File: src/rtl/memory_loader.sv
// Board-side programmer for the program RAM: debounced step button plus 2-bit command
// drive single-cycle write, read-back, address load and whole-memory fill accesses.
module memory_loader #(
  parameter int                ADRS_W     = 8,
  parameter int                DATA_W     = 8,
  parameter int                DEB_CYCLES = 4,
  parameter logic [DATA_W-1:0] FILL_VAL   = '0
) (
  input  logic              i_clock,
  input  logic              i_reset,
  input  logic              i_step_btn,
  input  logic [1:0]        i_cmd,
  input  logic [DATA_W-1:0] i_sw_data,
  input  logic [DATA_W-1:0] i_mm_q,
  output logic [ADRS_W-1:0] o_mm_adrs,
  output logic [DATA_W-1:0] o_mm_data,
  output logic              o_mm_wr_en,
  output logic              o_busy,
  output logic [ADRS_W-1:0] o_cur_adrs,
  output logic [DATA_W-1:0] o_cur_data,
  output logic              o_wrapped
);

  localparam int CNT_W = $clog2(DEB_CYCLES + 1);
  localparam logic [CNT_W-1:0] DEB_LAST = CNT_W'(DEB_CYCLES - 1);

  localparam logic [1:0] CMD_READ  = 2'b00;
  localparam logic [1:0] CMD_WRITE = 2'b01;
  localparam logic [1:0] CMD_LOAD  = 2'b10;
  localparam logic [1:0] CMD_FILL  = 2'b11;

  typedef enum logic [2:0] {
    S_IDLE,
    S_WRITE,
    S_READ_WAIT,
    S_READ_CAP,
    S_FILL
  } state_t;

  logic             r_s1;
  logic             r_s2;
  logic             r_stable;
  logic [CNT_W-1:0] r_deb_cnt;
  logic             r_press;

  state_t           r_state;
  state_t           w_state_nxt;
  logic [ADRS_W-1:0] r_cur_adrs;
  logic [DATA_W-1:0] r_cur_data;
  logic              r_wrapped;
  logic [ADRS_W-1:0] r_fill_cnt;

  logic [ADRS_W-1:0] w_adrs_inc;
  logic [ADRS_W-1:0] w_load_adrs;
  logic              w_adrs_max;
  logic              w_fill_last;

  assign w_adrs_inc  = r_cur_adrs + ADRS_W'(1);
  assign w_load_adrs = ADRS_W'(i_sw_data);
  assign w_adrs_max  = (r_cur_adrs == '1);
  assign w_fill_last = (r_fill_cnt == '1);

  // Stable level only moves after DEB_CYCLES consecutive disagreeing samples;
  // the press pulse is registered so it is high the cycle after the rise is accepted.
  always_ff @(posedge i_clock) begin
    if (i_reset) begin
      r_s1      <= 1'b0;
      r_s2      <= 1'b0;
      r_stable  <= 1'b0;
      r_deb_cnt <= '0;
      r_press   <= 1'b0;
    end else begin
      r_s1    <= i_step_btn;
      r_s2    <= r_s1;
      r_press <= 1'b0;
      if (r_s2 != r_stable) begin
        if (r_deb_cnt == DEB_LAST) begin
          r_stable  <= r_s2;
          r_deb_cnt <= '0;
          r_press   <= r_s2;
        end else begin
          r_deb_cnt <= r_deb_cnt + CNT_W'(1);
        end
      end else begin
        r_deb_cnt <= '0;
      end
    end
  end

  always_comb begin
    w_state_nxt = r_state;
    case (r_state)
      S_IDLE: begin
        if (r_press) begin
          case (i_cmd)
            CMD_WRITE: w_state_nxt = S_WRITE;
            CMD_READ:  w_state_nxt = S_READ_WAIT;
            CMD_FILL:  w_state_nxt = S_FILL;
            default:   w_state_nxt = S_IDLE;
          endcase
        end
      end
      S_WRITE:     w_state_nxt = S_IDLE;
      S_READ_WAIT: w_state_nxt = S_READ_CAP;
      S_READ_CAP:  w_state_nxt = S_IDLE;
      S_FILL:      if (w_fill_last) w_state_nxt = S_IDLE;
      default:     w_state_nxt = S_IDLE;
    endcase
  end

  // RAM port is decoded from registered state only; sw_data is the sole pass-through.
  always_comb begin
    o_mm_adrs  = r_cur_adrs;
    o_mm_data  = '0;
    o_mm_wr_en = 1'b0;
    case (r_state)
      S_IDLE:  o_mm_data = i_sw_data;
      S_WRITE: begin
        o_mm_data  = i_sw_data;
        o_mm_wr_en = 1'b1;
      end
      S_FILL: begin
        o_mm_adrs  = r_fill_cnt;
        o_mm_data  = FILL_VAL;
        o_mm_wr_en = 1'b1;
      end
      default: ;
    endcase
  end

  always_ff @(posedge i_clock) begin
    if (i_reset) begin
      r_state    <= S_IDLE;
      r_cur_adrs <= '0;
      r_cur_data <= '0;
      r_wrapped  <= 1'b0;
      r_fill_cnt <= '0;
    end else begin
      r_state <= w_state_nxt;
      case (r_state)
        S_IDLE: begin
          if (r_press && i_cmd == CMD_LOAD) begin
            r_cur_adrs <= w_load_adrs;
            r_wrapped  <= 1'b0;
          end
          if (r_press && i_cmd == CMD_FILL) r_fill_cnt <= '0;
        end
        S_WRITE: begin
          r_cur_data <= i_sw_data;
          r_cur_adrs <= w_adrs_inc;
          if (w_adrs_max) r_wrapped <= 1'b1;
        end
        S_READ_CAP: begin
          r_cur_data <= i_mm_q;
          r_cur_adrs <= w_adrs_inc;
          if (w_adrs_max) r_wrapped <= 1'b1;
        end
        S_FILL: begin
          r_fill_cnt <= r_fill_cnt + ADRS_W'(1);
          if (w_fill_last) begin
            r_cur_adrs <= '0;
            r_wrapped  <= 1'b0;
          end
        end
        default: ;
      endcase
    end
  end

  assign o_busy     = (r_state != S_IDLE);
  assign o_cur_adrs = r_cur_adrs;
  assign o_cur_data = r_cur_data;
  assign o_wrapped  = r_wrapped;

endmodule

File: config.mk
export PLATFORM = sky130hd
export DESIGN_NAME = memory_loader
export DESIGN_NICKNAME = d
export VERILOG_FILES = /design/src/rtl/memory_loader.sv
export SDC_FILE = /design/constraint.sdc
export NUM_CORES = 1
export LEC_CHECK = 0
export ABC_AREA = 1
export CAP_MARGIN = 30
export CORE_ASPECT_RATIO = 1.75
export CORE_MARGIN = 1
export CORE_UTILIZATION = 36
export DETAILED_ROUTE_END_ITERATION = 12
export PLACE_DENSITY_LB_ADDON = 0.05
export SKIP_CTS_REPAIR_TIMING = 1
export SLEW_MARGIN = 20
export SYNTH_ARGS = -nofsm -noshare
export SYNTH_HDL_FRONTEND = slang
export SYNTH_SLANG_ARGS = --single-unit
File: constraint.sdc
create_clock -name i_clock -period 4.8 [get_ports i_clock]
set_clock_uncertainty 0.2 [all_clocks]
set_input_delay 0.72 -clock i_clock [delete_from_list [all_inputs] [get_ports i_clock]]
set_output_delay 0.72 -clock i_clock [all_outputs]
set_load 0.02 [all_outputs]
==> metrics, run 1 <==
post-synthesis sequential area ratio=36.0%; vias in the first global route=1919; Setup TNS=0 ps; pre-CTS setup slack=1880 ps; Data arrival, critical path=2270 ps; # diodes=0; total global-route track usage=20.4%; library cells used by synthesis=26; worst skew pair latency=300 ps; Setup WS post-layout=1610 ps; hold path start=r_s1; cells after synthesis=306; crit path capture type=output pin; Power Density=216 nW/µm²; Hold Vio Cnt, Final=0; Num CTS Buffers=5; Req. time, crit path=3880 ps; initial antenna violation count=0; global-route wire length before repair=8.90 mm; Fill cells=553; Async SR Flop Fraction=0%; DR iter-0 viols=82; crit path from=r_state[0]; Ys Warns=0; most frequent cells in the layout=85 x nand2_1, 55 x clkdlybuf4s50_1, 42 x nor2_1, 41 x inv_1, 35 x dfxtp_1; RSZ-0062 raised after global routing=false; routed len/inst=13.3 µm; Initial Util=37.3%; die area=5710 µm²; CTS tree=done; # IOs=56; DR DRC count=0; outcome=finished, final reports clean; Yosys reg bits=35; cell area after synthesis=1940 µm²; fin crit share=66.4%; via-per-instance ratio=4.88; core area=5210 µm²; global placer's final weighted congestion=0.867; Chip Height=99.2 µm; share of cells above drive strength 1=6.93%; syn_area_per_cell=6.35 µm²; MaxCap Viol Count=0; Slew @ Worst Pin=624 ps; synthesis-to-finish area growth=34.4%; Row Count=35; CTS sink cnt=35; post-layout minimum cycle time=3190 ps; DRT Wirelength=5.55 mm; CP startpoint kind=flip-flop; nets@finish=385; main flop type after synthesis=dfxtp_1; H-tree Lvls=2; Post-synth EDFFs=0; maximum clock frequency=314 MHz; Slew HR=58.2%; clk root buf=clkbuf_8; via count=2030; chip width=57.6 µm; Final setup viols=0; VDD IR max=0.000158 V; FF-to-FF Start=r_state[1]; CTS max path bufs=2; crit path kind=flip-flop to output pin; Clock Pin Slew Worst Setup and Hold Paths=80 ps; Slew Limit Fails=0; Hold WC Path Type=flip-flop to flip-flop; total congestion overflow=0; critical path fanouts, max=22; Final ANT Viol Nets=0; largest net degree at the start of global routing=23; drt first pass iters=4; port bufs=55; DP HPWL=4.11 mm; syn_nets=331; commonest non-fill, non-tap cell in the layout=nand2_1; P_leak=0.00109 µW
[stage by stage]
stage               cell area, µm²  hold WS (ps)  std cells  total power, µW  utilization, %
finish                        2610           217        416              565            50.2
CTS                           2610           218        416              571            50.2
global route                  2610           247        416              586            50.2
global placement              2520           192        408              343            48.4
floorplan                     1940           188        306              315               -
detailed placement            2520           195        408              344            48.4
[cells by family (layout without fill, tap and decap cells)]
logic type	Yosys count	count (layout)	share of synthesized area [%]
buffers and inverters	53	108	10.9
adder cells (fa/ha/maj)	4	4	2.57
flip-flops	35	35	36.0
AO/OA/AOI/OAI	46	46	12.9
AND/OR/NAND/NOR	167	167	37.1
XOR/XNOR	1	1	0.451
[metal layers]
metal,vias up,track usage (%),routed length [µm]
met1,903,22.3,2270
met5,-,0,0
met2,45,36.5,2930
met3,12,3.25,164
li1,1070,-,-
met4,0,10.7,186
[Yosys cell counts, types with 2 or more instances]
| library cell | n | area, µm² |
|---|---|---|
| dfxtp_1 | 35 | 701 |
| nand2_1 | 85 | 319 |
| nand4_1 | 4 | 25.0 |
| o21ai_0 | 23 | 115 |
| nor2_2 | 2 | 12.5 |
| ha_1 | 4 | 50.1 |
| nand2_2 | 6 | 37.5 |
| clkbuf_1 | 4 | 15.0 |
| nand3_1 | 21 | 105 |
| inv_1 | 41 | 154 |
| o211ai_1 | 3 | 22.5 |
| nor2_1 | 42 | 158 |
| inv_2 | 4 | 15.0 |
| a21oi_1 | 12 | 60.1 |
| nor3_1 | 3 | 15.0 |
| o22ai_1 | 2 | 12.5 |
| a31oi_1 | 5 | 31.3 |
| buf_2 | 2 | 10.0 |
[where the power goes]
group | total [µW] | internal, µW | switching (µW)
combinational | 44.5 | 24.1 | 20.5
sequential | 292 | 291 | 0.546
clock | 229 | 104 | 125
[critical path, stage by stage, from the launching register on]
cell and delay, ps:
dfxtp_1 360, nor2_2 190, nand2_2 280, inv_2 320
nand2_1 100, o21ai_0 90, clkdlybuf4s50_1 620
[final cells by class]
type                       instances  area, µm²  area share, %
tap                               55       68.8           2.63
clock buffer                       5       68.8           2.63
multi-input combinational        218       1030           39.4
clock inverter                     3       25.0          0.957
sequential                        35        701           26.8
timing repair buffer              55        551           21.1
inverter                          45        169           6.46
[sequential cells by signal, indices dropped and copies added, names as in the netlist]
name / flops
r_state: 3
r_fill_cnt: 8
r_deb_cnt: 3
r_stable: 1
o_wrapped: 1
r_press: 1
o_cur_data: 8
r_s2: 1
o_cur_adrs: 8
r_s1: 1
[final timing paths]
kind,cells after the start,endpoint,slack [ps]
setup / recovery,6,o_mm_adrs[4],1610
hold / removal,2,r_s2,220
setup reg to reg,8,o_cur_adrs[6],2840
hold reg to reg,2,r_s2,220
Note: power is estimated with default switching activity, not from simulation.
==> run 2, diff against run 1 <==
==> constraint.sdc (replaced) <==
create_clock -name i_clock -period 3 [get_ports i_clock]
set_clock_uncertainty 0.2 [all_clocks]
set_input_delay 0.45 -clock i_clock [delete_from_list [all_inputs] [get_ports i_clock]]
set_output_delay 0.45 -clock i_clock [all_outputs]
set_load 0.02 [all_outputs]
==> metrics, run 2 (same netlist as run 1, synthesis figures left out) <==
H-tree Lvls=2 (unchanged); CTS sink cnt=35 (unchanged); total global-route track usage=21.1% (was 20.4%); DR DRC count=0 (unchanged); Slew HR=57.6% (was 58.2%); share of cells above drive strength 1=7.42% (was 6.93%); path depth of the worst reg2reg path=7 (was 8); worst skew pair latency=280 ps (was 300 ps); crit path capture type=output pin (unchanged); hold path start=r_s1 (unchanged); Req. time, crit path=2350 ps (was 3880 ps); crit path kind=flip-flop to output pin (unchanged); crit path cell chain=nand2_2 -> nor2_2 -> inv_1 -> nand2_1 -> inv_2 -> nor2_1 -> clkdlybuf4s50_1 (was nor2_2 -> nand2_2 -> inv_2 -> nand2_1 -> o21ai_0 -> clkdlybuf4s50_1); post-layout minimum cycle time=2700 ps; synthesis-to-finish area growth=37.6% (was 34.4%); initial antenna violation count=0 (unchanged); Setup TNS=0 ps (unchanged); RSZ-0062 raised after global routing=false (unchanged); DR iter-0 viols=42 (was 82); maximum clock frequency=370 MHz; # IOs=56 (unchanged); R2R setup slack=1120 ps (was 2840 ps); Row Count=35 (unchanged); CTS max path bufs=2 (unchanged); DRT Wirelength=5.63 mm (was 5.55 mm); Slowest-stage cell, CP=clkdlybuf4s50_1 (unchanged); # diodes=0 (unchanged); fin util=51.3% (was 50.2%); Final setup viols=0 (unchanged); hold depth=2 (unchanged); Power Density=392 nW/µm² (was 216 nW/µm²); drt first pass iters=4 (unchanged); FF-to-FF Start=r_state[0] (was r_state[1]); Data arrival, critical path=2050 ps (was 2270 ps); Hold WC Path Type=flip-flop to flip-flop (unchanged); reg2reg end=o_cur_data[0] (was o_cur_adrs[6]); Clock Pin Slew Worst Setup and Hold Paths=70 ps (was 80 ps); most frequent cells in the layout=85 x nand2_1, 55 x clkdlybuf4s50_1, 42 x nor2_1, 41 x inv_1, 35 x dfxtp_1 (unchanged); CP startpoint kind=flip-flop (unchanged); via count=2071 (was 2030); CTS tree=done (unchanged); DP HPWL=4.29 mm (was 4.11 mm); via-per-instance ratio=4.94 (was 4.88); MaxCap Viol Count=0 (unchanged); Hold Vio Cnt, Final=0 (unchanged); crit path from=r_state[0] (unchanged); critical path fanouts, max=8 (was 22); chip width=57.6 µm (unchanged); port bufs=55 (unchanged); outcome=finished, final reports clean (unchanged); commonest non-fill, non-tap cell in the layout=nand2_1 (unchanged); global-route wire length before repair=9.25 mm (was 8.90 mm); largest net degree at the start of global routing=22 (was 23); routed len/inst=13.4 µm (was 13.3 µm); Initial Util=37.3% (unchanged); VDD IR max=0.000266 V (was 0.000158 V); core area=5210 µm² (unchanged); Chip Height=99.2 µm (unchanged); Worst path max stage delay=620 ps (about the same); clk root buf=clkbuf_8 (unchanged); Final ANT Viol Nets=0 (unchanged); P_leak=0.00113 µW (was 0.00109 µW); global placer's final weighted congestion=0.866 (was 0.867); Min-Delay Endpoint=r_s2 (unchanged); Num CTS Buffers=5 (unchanged); die area=5710 µm² (unchanged); Slew Limit Fails=0 (unchanged); fin crit share=90.0%; vias in the first global route=2060 (was 1919); Slew @ Worst Pin=636 ps (was 624 ps); total congestion overflow=0 (unchanged); nets@finish=388 (was 385)
==> run 2: how the worst max path moves through the flow <==
stage / to / slack [ps] / cells after the start
6_report: o_mm_data[3] / 300 / 7
4_1_cts: o_mm_data[3] / 290 / 7
5_1_grt: o_mm_data[3] / 140 / 7
2_1_floorplan: o_mm_adrs[3] / 1070 / 4
3_5_place_dp: o_mm_data[6] / 590 / 4
3_3_place_gp: o_mm_data[6] / 600 / 4
==> run 2: report_power, final <==
group | switching, µW | total [µW] | internal [µW] | leakage (µW)
combinational | 33.3 | 72.6 | 39.4 | 0.000778
sequential | 0.856 | 467 | 466 | 0.000282
clock | 178 | 510 | 332 | 0.0000654
total | 212 | 1050 | 838 | 0.00113
==> run 2: critical path, delay by kind of cell (launching register included) <==
family | cells | cell delay (ps)
buffers and inverters | 3 | 850
and+or+nand+nor | 4 | 500
DFF | 1 | 420
==> run 2: metrics by stage <==
step / cells / setup slack, ps / power [µW] / cell area (µm²) / hold slack, ps
2_1_floorplan: 306 / 1070 / 505 / 1940 / 188
3_3_place_gp: 411 / 598 / 551 / 2540 / 195
3_5_place_dp: 411 / 586 / 550 / 2540 / 200
4_1_cts: 419 / 285 / 1060 / 2680 / 211
5_1_grt: 419 / 136 / 1090 / 2680 / 228
6_report: 419 / 301 / 1050 / 2680 / 210
==> run 2: cell type report <==
cell class                      count  area [µm²]
Sequential cell                    35         701
Fill cell                         572        2540
Multi-Input combinational cell    218        1030
Inverter                           45         169
Clock buffer                        6        72.6
Timing Repair Buffer               58         573
Clock inverter                      2        60.1
Tap cell                           55        68.8
==> run 2: per-layer routing <==
| layer | routed length (µm) | vias up | global-route usage [%] |
|---|---|---|---|
| met5 | 0 | - | 0 |
| met4 | 150 | 0 | 9.76 |
| met3 | 150 | 11 | 2.86 |
| met2 | 3060 | 54 | 39.1 |
| met1 | 2270 | 927 | 22.7 |
| li1 | - | 1079 | - |
==> run 3, diff against run 2 <==
--- a/config.mk
+++ b/config.mk
@@ -13,7 +13,6 @@
 export DETAILED_ROUTE_END_ITERATION = 12
 export PLACE_DENSITY_LB_ADDON = 0.05
 export SKIP_CTS_REPAIR_TIMING = 1
-export SLEW_MARGIN = 20
 export SYNTH_ARGS = -nofsm -noshare
 export SYNTH_HDL_FRONTEND = slang
 export SYNTH_SLANG_ARGS = --single-unit
==> results of run 3 <==
Final layout, timing and power as in run 2 (identical DEF).
